`src/rtl/uart_cmd_pkg.sv`:
```
// Shared constants for the UART command controller: ASCII command codes
// and the controller FSM state encoding.
package uart_cmd_pkg;

    localparam logic [7:0] CMD_R = 8'h72;
    localparam logic [7:0] CMD_L = 8'h6C;
    localparam logic [7:0] CMD_U = 8'h75;
    localparam logic [7:0] CMD_D = 8'h64;
    localparam logic [7:0] CMD_S = 8'h73;
    localparam logic [7:0] SW0   = 8'h30;
    localparam logic [7:0] SW1   = 8'h31;
    localparam logic [7:0] SW2   = 8'h32;
    localparam logic [7:0] NAK   = 8'h3F;

    typedef enum logic [2:0] {
        ST_IDLE,
        ST_DECODE,
        ST_TX_REQ,
        ST_TX_HOLD,
        ST_TX_WAIT
    } state_t;

endpackage

```
`src/rtl/uart_cmd_fifo.sv`:
```
// Synchronous byte FIFO buffering received UART bytes.
// Ports: clk, rst (sync, active-high), push/din in, pop/dout out, full, empty.
module uart_cmd_fifo #(
    parameter int DEPTH = 4
) (
    input  logic       clk,
    input  logic       rst,
    input  logic       push,
    input  logic       pop,
    input  logic [7:0] din,
    output logic [7:0] dout,
    output logic       full,
    output logic       empty
);

    localparam int AW = $clog2(DEPTH);
    localparam logic [AW:0] FULL_CNT = DEPTH[AW:0];

    logic [7:0]    mem [DEPTH];
    logic [AW-1:0] wr_ptr;
    logic [AW-1:0] rd_ptr;
    logic [AW:0]   count;
    logic          do_push;
    logic          do_pop;

    assign empty   = (count == '0);
    assign full    = (count == FULL_CNT);
    assign dout    = mem[rd_ptr];
    assign do_pop  = pop && !empty;
    // A pop frees a slot in the same cycle, so a full FIFO still accepts.
    assign do_push = push && (!full || do_pop);

    always_ff @(posedge clk) begin
        if (do_push) begin
            mem[wr_ptr] <= din;
        end
    end

    always_ff @(posedge clk) begin
        if (rst) begin
            wr_ptr <= '0;
            rd_ptr <= '0;
            count  <= '0;
        end else begin
            if (do_push) begin
                wr_ptr <= wr_ptr + 1'b1;
            end
            if (do_pop) begin
                rd_ptr <= rd_ptr + 1'b1;
            end
            count <= count + {{AW{1'b0}}, do_push} - {{AW{1'b0}}, do_pop};
        end
    end

endmodule

```
`src/rtl/uart_cmd_ctrl.sv`:
```
// UART command controller: buffers rx bytes, decodes one command at a time,
// pulses buttons, toggles switch levels and sends one TX reply at a time.
// Ports: clk, rst; rx_data/rx_done in; tx_busy in; tx_start/tx_data out;
// uart_btn_r/l/u/d pulses; uart_sw_* levels; rx_ovf sticky overflow flag.
module uart_cmd_ctrl
    import uart_cmd_pkg::*;
#(
    parameter int FIFO_DEPTH = 4,
    parameter bit ECHO_EN    = 1'b1
) (
    input  logic       clk,
    input  logic       rst,
    input  logic [7:0] rx_data,
    input  logic       rx_done,
    input  logic       tx_busy,
    output logic       tx_start,
    output logic [7:0] tx_data,
    output logic       uart_btn_r,
    output logic       uart_btn_l,
    output logic       uart_btn_u,
    output logic       uart_btn_d,
    output logic       uart_sw_mode,
    output logic       uart_sw_sel_mode,
    output logic       uart_sw_sel_display,
    output logic       rx_ovf
);

    state_t     state;
    state_t     state_nxt;
    logic [7:0] cmd_reg;
    logic [7:0] reply;
    logic [7:0] reply_nxt;
    logic [3:0] btn;
    logic [3:0] btn_nxt;
    logic [2:0] sw;
    logic [2:0] sw_flip;
    logic       start_nxt;
    logic       owed;
    logic       fifo_pop;
    logic       fifo_full;
    logic       fifo_empty;
    logic [7:0] fifo_dout;

    uart_cmd_fifo #(
        .DEPTH(FIFO_DEPTH)
    ) u_fifo (
        .clk  (clk),
        .rst  (rst),
        .push (rx_done),
        .pop  (fifo_pop),
        .din  (rx_data),
        .dout (fifo_dout),
        .full (fifo_full),
        .empty(fifo_empty)
    );

    assign uart_btn_r          = btn[0];
    assign uart_btn_l          = btn[1];
    assign uart_btn_u          = btn[2];
    assign uart_btn_d          = btn[3];
    assign uart_sw_mode        = sw[0];
    assign uart_sw_sel_mode    = sw[1];
    assign uart_sw_sel_display = sw[2];

    always_comb begin
        state_nxt = state;
        reply_nxt = reply;
        btn_nxt   = '0;
        sw_flip   = '0;
        start_nxt = 1'b0;
        owed      = 1'b0;
        fifo_pop  = 1'b0;
        unique case (state)
            ST_IDLE: begin
                if (!fifo_empty) begin
                    fifo_pop  = 1'b1;
                    state_nxt = ST_DECODE;
                end
            end
            ST_DECODE: begin
                owed      = ECHO_EN;
                reply_nxt = cmd_reg;
                unique case (cmd_reg)
                    CMD_R: btn_nxt = 4'b0001;
                    CMD_L: btn_nxt = 4'b0010;
                    CMD_U: btn_nxt = 4'b0100;
                    CMD_D: btn_nxt = 4'b1000;
                    SW0:   sw_flip = 3'b001;
                    SW1:   sw_flip = 3'b010;
                    SW2:   sw_flip = 3'b100;
                    CMD_S: begin
                        // Status reflects levels before this cycle's update.
                        reply_nxt = SW0 | {5'b0, sw};
                        owed      = 1'b1;
                    end
                    default: reply_nxt = NAK;
                endcase
                state_nxt = owed ? ST_TX_REQ : ST_IDLE;
            end
            ST_TX_REQ: begin
                if (!tx_busy) begin
                    start_nxt = 1'b1;
                    state_nxt = ST_TX_HOLD;
                end
            end
            // tx_busy only rises after tx_start, so skip one cycle first.
            ST_TX_HOLD: state_nxt = ST_TX_WAIT;
            ST_TX_WAIT: begin
                if (!tx_busy) begin
                    state_nxt = ST_IDLE;
                end
            end
            default: state_nxt = ST_IDLE;
        endcase
    end

    always_ff @(posedge clk) begin
        if (rst) begin
            state    <= ST_IDLE;
            cmd_reg  <= '0;
            reply    <= '0;
            btn      <= '0;
            sw       <= '0;
            tx_start <= 1'b0;
            tx_data  <= '0;
            rx_ovf   <= 1'b0;
        end else begin
            state    <= state_nxt;
            reply    <= reply_nxt;
            btn      <= btn_nxt;
            sw       <= sw ^ sw_flip;
            tx_start <= start_nxt;
            if (fifo_pop) begin
                cmd_reg <= fifo_dout;
            end
            if (start_nxt) begin
                tx_data <= reply;
            end
            if (rx_done && fifo_full && !fifo_pop) begin
                rx_ovf <= 1'b1;
            end
        end
    end

endmodule

```
`config.mk`:
```
export PLATFORM = sky130hd
export DESIGN_NAME = uart_cmd_ctrl
export DESIGN_NICKNAME = d
export VERILOG_FILES = /design/src/rtl/uart_cmd_pkg.sv /design/src/rtl/uart_cmd_fifo.sv /design/src/rtl/uart_cmd_ctrl.sv
export SDC_FILE = /design/constraint.sdc
export NUM_CORES = 1
export LEC_CHECK = 0
export ABC_CLOCK_PERIOD_IN_PS = 2720
export BUFFER_PORTS_ARGS = -buffer_cell sky130_fd_sc_hd__buf_2
export CORE_MARGIN = 3
export CORE_UTILIZATION = 58
export CTS_CLUSTER_DIAMETER = 200
export DETAILED_ROUTE_END_ITERATION = 8
export MAX_ROUTING_LAYER = met4
export PLACE_DENSITY = 0.78
export SYNTH_ARGS = -nofsm -noshare
export SYNTH_HDL_FRONTEND = slang
export SYNTH_SLANG_ARGS = --single-unit
```
`constraint.sdc`:
```
create_clock -name clk -period 2.72 [get_ports clk]
set_clock_uncertainty 0.15 [all_clocks]
set_input_delay 0.136 -clock clk [delete_from_list [all_inputs] [get_ports clk]]
set_output_delay 0.136 -clock clk [all_outputs]
set_load 0.05 [all_outputs]
```
# Word level (Yosys, flattened, before mapping)
# Memory sizes are Yosys's and may differ from the RTL's. A register that Yosys moved wholly into a read port is not among the register bits.
# Index checks and enable logic that the tools add are counted.
# word_totals
register_bits	35
latchBits	0
ram_bits	32
mem_bits_ro	0
out_inout_bits	17
word_cells	62
mem_count	1
# memory_table
name	words	width	read_ports	rd_clocked_by_memory_dff	write_ports	line_no	text
u_fifo.mem	4	8	1	1	1	uart_cmd_fifo.sv:19	logic [7:0] mem [DEPTH];
# classes
add_sub_neg	4
n_mul	0
div	0
n_lt_le_gt_ge	0
eq_ne	16
n_shift	0
mux	16
bitwise_logic	2
reduce_logical	13
# ops
cell	count
8-bit by 7-bit equality test with 1-bit output, second input constant	5
8-bit by 6-bit equality test with 1-bit output, second input constant	3
4-bit case mux with 4 select lines	1
8-bit case mux with 2 select lines	1
3-bit case mux with 5 select lines	1
3-bit 2-to-1 mux	4
3-bit case mux with 3 select lines	1
1-bit 2-to-1 mux	7
7-bit OR reduction	1
3-bit by 2-bit equality test with 1-bit output, second input constant	2
3-bit equality test, second input constant	2
3-bit zero test	2
2-bit != test, second input constant	3
2-bit by 1-bit adder with 2-bit output, second input constant	2
1-bit logical AND	4
3-bit by 1-bit adder with 3-bit output	1
3-bit by 1-bit equality test with 1-bit output, second input constant	1
1-bit zero test	3
3-bit AND reduction	1
3-bit by 1-bit subtractor with 3-bit output	1
3-bit bitwise XOR	1
2-bit 2-to-1 mux	1
2-bit OR reduction	1
1-bit logical OR	1
1-bit NOT	1

# Logic depth before layout (Yosys ltp)
# Gate-level depths: netlist of the first run.
# logic_depth
word_depth	8
mapped_depth	12
depth_no_buf	11

# Modules after synthesis
# A second synthesis of the first run with hierarchy kept.
# unflattened
cells_unflattened	254
hier_area_um2	3173.0
# by_module_without_submodules
module	n_inst	cells_per_inst	area_each_um2	seq_area_each_um2
uart_cmd_fifo	1	89	1649.1	1141.1
uart_cmd_ctrl	1	165	1524.0	720.7

# Least setup slack after synthesis of the first run
# OpenSTA, ideal clock, no wires.
# synth_timing
path_type	register to register
from	register u_fifo.count[1]
to	register u_fifo.count[2]
setup_ns	0.128
t_arrival_ns	2.165
t_required_ns	2.442
slack_ns	0.277
path_stages_with_launch	12
period_less_slack_ns	2.443
path_cell_list	dfxtp_1 or3_1 nand2_2 inv_2 ha_1 inv_1 ha_1 inv_1 fa_1 xor2_1 xnor2_1 nor2_1
# synth_between
elab_chain_len	8
elab_cells_between_ends	11
# synth_lines
item	line_no	text
from (decl)	uart_cmd_fifo.sv:22	logic [AW:0] count;
from (signal assigned)	uart_cmd_fifo.sv:51	count <= count + {{AW{1'b0}}, do_push} - {{AW{1'b0}}, do_pop};
3-bit zero test (*)	uart_cmd_fifo.sv:26	assign empty = (count == '0);
1-bit 2-to-1 mux (*)	uart_cmd_ctrl.sv:75	if (!fifo_empty) begin
1-bit 2-to-1 mux (*)	uart_cmd_ctrl.sv:73	unique case (state)
via fifo_pop	uart_cmd_ctrl.sv:39	logic fifo_pop;
1-bit logical AND (*)	uart_cmd_fifo.sv:29	assign do_pop = pop && !empty;
1-bit logical OR	uart_cmd_fifo.sv:31	assign do_push = push && (!full || do_pop);
1-bit logical AND	uart_cmd_fifo.sv:31	
3-bit by 1-bit adder with 3-bit output	uart_cmd_fifo.sv:51	
3-bit by 1-bit subtractor with 3-bit output (*)	uart_cmd_fifo.sv:51	
# The timed path passes the listed nets; every way through them passes the cells marked *.
# A chain may end at the register's enable or synchronous reset.

# Worst setup path after layout of the first run
# Ends and elaborated chain as after synthesis.

==> impl_metrics.prom, run 1 <==
# TYPE chip_impl_metric gauge
chip_impl_info{name="outcome",value="completed"} 1
chip_impl_metric{name="place.port_buffers",unit=""} 28
chip_impl_metric{name="synth_edf_count",unit=""} 32
chip_impl_metric{name="drt_pass1_iterations",unit=""} 5
chip_impl_metric{name="number_of_top_level_pins",unit=""} 29
chip_impl_metric{name="timing_worst_slew_pin_value",unit="ps"} 730.6
chip_impl_metric{name="clkSlewWorstSetupHoldPaths",unit="ps"} 80
chip_impl_metric{name="finish.net_count",unit=""} 314
chip_impl_metric{name="antenna_cells",unit=""} 0
chip_impl_info{name="worstSetupPathType",value="flip-flop to flip-flop"} 1
chip_impl_metric{name="synth.top_cell.area_share",unit="%"} 31.75
chip_impl_metric{name="multi_input_area",unit="um2"} 1101
chip_impl_metric{name="design.die.area",unit="um2"} 6122
chip_impl_metric{name="grt_antenna_before_repair",unit=""} 0
chip_impl_info{name="critical_path.reg2reg.startpoint",value="u_fifo.count[1]$_SDFF_PP0_"} 1
chip_impl_metric{name="insertion_delay",unit="ps"} 330
chip_impl_metric{name="yosys.cell_types.count",unit=""} 45
chip_impl_metric{name="floorplan.initialDensity",unit="%"} 62.03
chip_impl_metric{name="r2r_slack",unit="ps"} 210
chip_impl_metric{name="drv_cap",unit=""} 0
chip_impl_metric{name="worst-endpoint-arrival",unit="ps"} 2560
chip_impl_metric{name="avgRoutedWirePerCell",unit="um"} 13.78
chip_impl_metric{name="drive_above_1_share",unit="%"} 20.67
chip_impl_metric{name="yosys_warnings",unit=""} 0
chip_impl_info{name="reg2reg_to",value="u_fifo.count[2]$_SDFF_PP0_"} 1
chip_impl_info{name="synth.most_common_cell",value="dfxtp_1"} 1
chip_impl_metric{name="clock_sink_count",unit=""} 75
chip_impl_metric{name="num_vias",unit=""} 1965
chip_impl_metric{name="chipHeight",unit="um"} 78.24
chip_impl_metric{name="clock_h_tree_levels",unit=""} 3
chip_impl_metric{name="largest_register_ffs",unit=""} 32
chip_impl_metric{name="grt_pass1_vias",unit=""} 1862
chip_impl_metric{name="floorplan.core_area",unit="um2"} 4880
chip_impl_metric{name="max-vdd-ir-drop",unit="mV"} 0.6233
chip_impl_metric{name="final.hold.worst_slack",unit="ps"} 192.1
chip_impl_metric{name="nFillCells",unit=""} 355
chip_impl_info{name="grt_setup_unrepaired",value="no"} 1
chip_impl_metric{name="maxSlewViolCount",unit=""} 0
chip_impl_metric{name="number_of_synthesized_register_bits",unit=""} 75
chip_impl_metric{name="slew_headroom",unit="%"} 51.30
chip_impl_info{name="regMostFlops",value="u_fifo.mem"} 1
chip_impl_info{name="min_from",value="rst"} 1
chip_impl_info{name="synthFlopType",value="dfxtp_1"} 1
chip_impl_metric{name="final_min_period_over_clock_period",unit="%"} 92.31
chip_impl_metric{name="final.min_clock_period",unit="ps"} 2511
chip_impl_metric{name="max-clock-path-buffers",unit=""} 2
chip_impl_metric{name="static-leakage-power",unit="nW"} 1.297
chip_impl_metric{name="final_core_utilization",unit="%"} 71.59
chip_impl_metric{name="post_drt_via_cell_ratio",unit=""} 5.354
chip_impl_metric{name="grt_overflow",unit=""} 0
chip_impl_metric{name="max_clock_freq",unit="MHz"} 398.3
chip_impl_metric{name="chipWidth",unit="um"} 78.24
chip_impl_info{name="crit_path_start_kind",value="flip-flop"} 1
chip_impl_metric{name="r2r.worst_path.cells",unit=""} 11
chip_impl_metric{name="routed_wl",unit="mm"} 5.058
chip_impl_metric{name="fin_cells",unit=""} 367
chip_impl_metric{name="pwr_density_cell",unit="nW/um2"} 921.8
chip_impl_metric{name="design_power_total",unit="mW"} 3.220
chip_impl_metric{name="synth_fp_nets",unit=""} 277
chip_impl_metric{name="drc_errors",unit=""} 0
chip_impl_metric{name="tns",unit="ps"} 0
chip_impl_metric{name="floorplan.rows",unit=""} 25
chip_impl_metric{name="grt_util_all_layers",unit="%"} 19.08
chip_impl_info{name="clock-root-buffer",value="clkbuf_8"} 1
chip_impl_metric{name="dpl.hpwl",unit="mm"} 3.202
chip_impl_metric{name="layout.area.seq",unit="um2"} 1822
chip_impl_metric{name="worstHoldPathCells",unit=""} 2
chip_impl_metric{name="synthesized_netlist_cell_count",unit=""} 258
chip_impl_metric{name="async_reset_ff_share",unit="%"} 0
chip_impl_metric{name="synth.yosys.seq_area_share",unit="%"} 60.19
chip_impl_metric{name="tritoncts.num_buffers",unit=""} 9
chip_impl_info{name="hold_class",value="primary input to flip-flop"} 1
chip_impl_metric{name="cts_resized",unit=""} 0
chip_impl_metric{name="crit_fanout",unit=""} 10
chip_impl_metric{name="report.final.hold_viol_count",unit=""} 0
chip_impl_info{name="synth_commonest_cells",value="dfxtp_1 (43), nand2_1 (40), edfxtp_1 (32)"} 1
chip_impl_metric{name="dpl.cell_count",unit=""} 341
chip_impl_metric{name="ant_nets",unit=""} 0
chip_impl_info{name="synth_top_cell_by_area",value="edfxtp_1"} 1
chip_impl_metric{name="setup_violations",unit=""} 0
chip_impl_metric{name="grt_pass1_wl",unit="mm"} 8.700
chip_impl_info{name="tritoncts",value="done"} 1
chip_impl_metric{name="area_growth_syn_to_layout",unit="%"} 15.42
chip_impl_metric{name="gp_routability_congestion",unit=""} 0.8049
chip_impl_info{name="worst_hold_path.endpoint",value="sw[0]$_SDFF_PP0_"} 1
chip_impl_info{name="critical_path.endpoint_type",value="flip-flop"} 1
chip_impl_metric{name="critPathRequiredTime",unit="ps"} 2770
chip_impl_metric{name="grt_max_degree",unit=""} 43
chip_impl_metric{name="syn_area",unit="um2"} 3027
chip_impl_metric{name="initialDrtViolationCount",unit=""} 111
chip_impl_metric{name="avgSynthCellArea",unit="um2"} 11.73
chip_impl_info{name="yosys-top-cells-area",value="edfxtp_1 (32%), dfxtp_1 (28%), mux4_2 (6.0%), nand2_1 (5.0%), a21oi_1 (3.5%)"} 1
[layout by cell type (no fill, tap or decap), drive strengths merged, types with 2 or more instances in the layout]
| cell | n |
|---|---|
| xnor2 | 4 |
| a21oi | 21 |
| ha | 6 |
| nand2 | 41 |
| nor3b | 3 |
| buf | 30 |
| and4bb | 3 |
| nor2b | 3 |
| inv | 11 |
| edfxtp | 32 |
| o21ai | 3 |
| mux4 | 8 |
| nor2 | 24 |
| nor4 | 2 |
| and2 | 5 |
| mux2i | 2 |
| nor3 | 4 |
| clkbuf | 13 |
| nand3b | 3 |
| nand3 | 3 |
| nand2b | 3 |
| xor2 | 4 |
| dfxtp | 43 |
| dlygate4sd3 | 10 |
| nand4b | 2 |
| a311oi | 4 |
[report_power, final]
group	total, mW	leakage [nW]	internal (mW)	switching, mW
sequential	1.57	0.644	1.36	0.212
combinational	0.826	0.547	0.397	0.428
clock	0.821	0.105	0.437	0.384
total	3.22	1.30	2.20	1.02
[worst max-delay path, stage by stage (launching register included)]
cell,delay (ps)
dfxtp_1,370
or3_1,410
nand2_2,90
inv_2,90
ha_1,290
inv_1,50
ha_1,130
inv_1,50
fa_1,380
xor2_1,180
xnor2_1,140
nor2_1,50
[metal layers]
layer | wire length (um) | global-route usage [%] | vias up
li1 | - | - | 978
met1 | 2231 | 23.65 | 913
met2 | 2468 | 30.65 | 61
met3 | 263 | 3.784 | 13
met4 | 95 | 8.392 | 0
met5 | 0 | - | -
[layout make-up]
| class | instances | area share [%] |
|---|---|---|
| clock buffers | 13 | 5.158 |
| clock inverters | 3 | 0.5014 |
| inverters | 9 | 0.9670 |
| multi-input cells | 160 | 31.52 |
| flip-flops and latches | 75 | 52.15 |
| well taps | 67 | 2.400 |
| repair buffers | 40 | 7.307 |
[metrics by stage]
step | setup WS [ps] | instance area (um2)
after floorplan | 277.0 | 3027
after global placement | 272.1 | 3196
after detailed placement | 212.3 | 3196
after CTS | 192.5 | 3493
after global routing | 24.79 | 3493
final | 209.3 | 3493
[cells by family after synthesis]
group                      synth area share, %
DFF                                      60.19
adders and majority gates                3.142
AOI/OAI and AO/OA                        6.573
buffers and inverters                    3.431
and+or+nand+nor                          17.73
muxes                                    6.614
xor gates and xnor gates                 2.315
[worst max-delay path by stage]
stage               slack (ps)                       start  depth (start not counted)                    endpoint
floorplan                  280  u_fifo.count[1]$_SDFF_PP0_                         11  u_fifo.count[2]$_SDFF_PP0_
global placement           270  u_fifo.count[1]$_SDFF_PP0_                         11  u_fifo.count[2]$_SDFF_PP0_
detailed placement         210  u_fifo.count[1]$_SDFF_PP0_                         11  u_fifo.count[2]$_SDFF_PP0_
CTS                        190  u_fifo.count[1]$_SDFF_PP0_                         11  u_fifo.count[2]$_SDFF_PP0_
global route                20       state[1]$_SDFFE_PP0P_                         11  u_fifo.count[2]$_SDFF_PP0_
finish                     210  u_fifo.count[1]$_SDFF_PP0_                         11  u_fifo.count[2]$_SDFF_PP0_
[timing repair]
action | CTS | global route
hold buffers | 10 | 0
endpoints found under the hold margin | 35 | 0
buffers inserted | 0 | 0
Note: power is estimated with default switching activity, not from simulation.
==> run 2, diff against run 1 <==
BUFFER_PORTS_ARGS = not set   (was -buffer_cell sky130_fd_sc_hd__buf_2)
CORE_UTILIZATION = 62   (was 58)
DONT_BUFFER_PORTS = 1   (was not set)
==> run 2 against run 1 <==
  * Via count down 5.2%
  * Critical endpoint unchanged
  * Total power is 5.0% higher
  * Sequential power barely moved
  * Critical path type unchanged
  * Wire length up 0.26%
  * Sequential share of layout area up 0.55 points
  * First-iteration DRC count fell by 14%
  * Register-to-register slack got worse by 40 ps
  * Fmax decreased by 1.7%
  * Clock power up 19%
==> impl_metrics.prom, run 2 (synthesized netlist as in run 1, its figures left out) <==
# TYPE chip_impl_metric gauge
chip_impl_metric{name="critPathRequiredTime",unit="ps"} 2790
chip_impl_metric{name="grt_pass1_wl",unit="mm"} 8.238
chip_impl_metric{name="drv_cap",unit=""} 0
chip_impl_info{name="outcome",value="completed"} 1
chip_impl_metric{name="gp_routability_congestion",unit=""} 0.8124
chip_impl_metric{name="num_vias",unit=""} 1862
chip_impl_metric{name="largest_register_ffs",unit=""} 32
chip_impl_metric{name="chipHeight",unit="um"} 75.87
chip_impl_metric{name="slew_headroom",unit="%"} 52.61
chip_impl_metric{name="clock_sink_count",unit=""} 75
chip_impl_metric{name="tritoncts.num_buffers",unit=""} 9
chip_impl_metric{name="sw_frac_of_total",unit="%"} 30.71
chip_impl_metric{name="avgRoutedWirePerCell",unit="um"} 14.87
chip_impl_metric{name="grt_overflow",unit=""} 0
chip_impl_metric{name="p_sw",unit="mW"} 1.039
chip_impl_metric{name="insertion_delay",unit="ps"} 330
chip_impl_info{name="layout_commonest_cell",value="dfxtp_1"} 1
chip_impl_metric{name="floorplan.initialDensity",unit="%"} 66.75
chip_impl_metric{name="max-clock-path-buffers",unit=""} 2
chip_impl_info{name="regMostFlops",value="u_fifo.mem"} 1
chip_impl_metric{name="maxSlewViolCount",unit=""} 0
chip_impl_metric{name="routed_wl",unit="mm"} 5.071
chip_impl_metric{name="static-leakage-power",unit="nW"} 1.207
chip_impl_metric{name="internal-power",unit="mW"} 2.343
chip_impl_metric{name="crit_fanout",unit=""} 10
chip_impl_metric{name="floorplan.core_area",unit="um2"} 4534
chip_impl_info{name="critical_path.cell_chain",value="or3_1 > nand2_4 > inv_2 > ha_1 > inv_1 > ha_1 > inv_1 > fa_1 > xor2_1 > xnor2_1 > nor2_1"} 1
chip_impl_metric{name="clockPowerShare",unit="%"} 28.9
chip_impl_metric{name="grt_pass1_vias",unit=""} 1749
chip_impl_metric{name="design_power_total",unit="mW"} 3.381
chip_impl_metric{name="max_clock_freq",unit="MHz"} 391.6
chip_impl_metric{name="tns",unit="ps"} 0
chip_impl_metric{name="report.final.hold_viol_count",unit=""} 0
chip_impl_info{name="critical_path.top_delay_family",value="adder cells"} 1
chip_impl_metric{name="antenna_cells",unit=""} 0
chip_impl_metric{name="dpl.cell_count",unit=""} 311
chip_impl_metric{name="timing_worst_slew_pin_value",unit="ps"} 709.0
chip_impl_metric{name="design.die.area",unit="um2"} 5756
chip_impl_metric{name="finish.net_count",unit=""} 290
chip_impl_metric{name="number_of_top_level_pins",unit=""} 29
chip_impl_info{name="clock-root-buffer",value="clkbuf_8"} 1
chip_impl_metric{name="dpl.hpwl",unit="mm"} 3.287
chip_impl_info{name="critical_path.endpoint_type",value="flip-flop"} 1
chip_impl_metric{name="clock_h_tree_levels",unit=""} 3
chip_impl_info{name="worstSetupPathType",value="flip-flop to flip-flop"} 1
chip_impl_info{name="layout_common_cells",value="dfxtp_1 (43), nand2_1 (40), edfxtp_1 (32)"} 1
chip_impl_metric{name="drive_above_1_share",unit="%"} 12.68
chip_impl_metric{name="final.min_clock_period",unit="ps"} 2554
chip_impl_metric{name="ant_nets",unit=""} 0
chip_impl_metric{name="sequentialPowerShare",unit="%"} 47.1
chip_impl_metric{name="grt_max_degree",unit=""} 43
chip_impl_metric{name="place.port_buffers",unit=""} 0
chip_impl_metric{name="post_drt_via_cell_ratio",unit=""} 5.460
chip_impl_metric{name="drc_errors",unit=""} 0
chip_impl_info{name="tritoncts",value="done"} 1
chip_impl_metric{name="initialDrtViolationCount",unit=""} 95
chip_impl_metric{name="setup_violations",unit=""} 0
chip_impl_info{name="timing.critical_path.slowest_stage_cell",value="or3_1"} 1
chip_impl_metric{name="nFillCells",unit=""} 315
chip_impl_metric{name="cpPeakStageDelay",unit="ps"} 430
chip_impl_metric{name="power_frac_comb",unit="%"} 24.0
chip_impl_metric{name="fin_cells",unit=""} 341
chip_impl_metric{name="clkSlewWorstSetupHoldPaths",unit="ps"} 80
chip_impl_info{name="hold_class",value="primary input to flip-flop"} 1
chip_impl_metric{name="max-vdd-ir-drop",unit="mV"} 0.7988
chip_impl_metric{name="final_min_period_over_clock_period",unit="%"} 93.89
chip_impl_metric{name="chipWidth",unit="um"} 75.87
chip_impl_metric{name="area_growth_syn_to_layout",unit="%"} 14.22
chip_impl_metric{name="cts_setup_buffers",unit=""} 0
chip_impl_metric{name="grt_util_all_layers",unit="%"} 20.45
chip_impl_metric{name="worstPathBufferInverterCount",unit=""} 3
chip_impl_metric{name="drt_pass1_iterations",unit=""} 4
chip_impl_info{name="crit_path_start_kind",value="flip-flop"} 1
chip_impl_metric{name="final.hold.worst_slack",unit="ps"} 14.17
chip_impl_metric{name="pwr_density_cell",unit="nW/um2"} 978.1
chip_impl_metric{name="grt_antenna_before_repair",unit=""} 0
chip_impl_metric{name="worst-endpoint-arrival",unit="ps"} 2630
chip_impl_metric{name="floorplan.rows",unit=""} 24
chip_impl_info{name="grt_setup_unrepaired",value="no"} 1
chip_impl_metric{name="final_core_utilization",unit="%"} 76.24
==> run 2: worst paths after layout <==
path	slack [ps]	start	cells past startpoint	end
worst max register to register	170	u_fifo.count[1]$_SDFF_PP0_	11	u_fifo.count[2]$_SDFF_PP0_
worst min register to register	300	reply[0]$_SDFFE_PP0P_	2	tx_data[0]$_SDFFE_PP0P_
worst min-delay path	10	tx_busy	2	tx_start$_SDFF_PP0_
worst max-delay path	170	u_fifo.count[1]$_SDFF_PP0_	11	u_fifo.count[2]$_SDFF_PP0_
==> run 2: cell type report <==
type,instances,area [um2],share of cell area [%]
Sequential cell,75,1822,52.70
Tap cell,65,81.33,2.353
Multi-Input combinational cell,160,1112,32.18
Timing Repair Buffer,16,165.2,4.777
Clock inverter,2,37.54,1.086
Clock buffer,14,205.2,5.936
Inverter,9,33.78,0.9772
==> run 2: worst register-to-register path: stages, from the launching register on <==
cell     delay (ps)
dfxtp_1         370
or3_1           430
nand2_4         130
inv_2           100
ha_1            290
inv_1            60
ha_1            130
inv_1            50
fa_1            380
xor2_1          170
xnor2_1         130
nor2_1           50
==> run 2: power groups by stage <==
| stage | Combinational (mW) | Sequential [mW] | Clock (mW) |
|---|---|---|---|
| after floorplan | 0.759 | 1.49 | 0 |
| after global placement | 0.736 | 1.61 | 0 |
| after detailed placement | 0.769 | 1.62 | 0 |
| after CTS | 0.805 | 1.59 | 0.988 |
| after global routing | 0.913 | 1.63 | 1.05 |
| final | 0.811 | 1.59 | 0.978 |
==> run 2: metrics by stage <==
stage	worst slack [ps]	area, um2
after floorplan	277.0	3027
after global placement	197.5	3053
after detailed placement	139.4	3053
after CTS	121.0	3446
after global routing	46.01	3457
final	166.1	3457
==> run 2: metal layers <==
layer | wire, um | vias up | GRT usage (%)
met5 | 0 | - | -
met4 | 53 | 0 | 6.990
met3 | 190 | 7 | 6.069
met2 | 2608 | 34 | 33.46
met1 | 2219 | 886 | 24.06
li1 | - | 935 | -
==> run 2: repair_timing <==
item / 4_1_cts / 5_1_grt
resized for setup: 0 / 2
hold buffers: 14 / 0
endpoints found under the setup margin: 0 / 1
endpoints found under the hold margin: 75 / 0
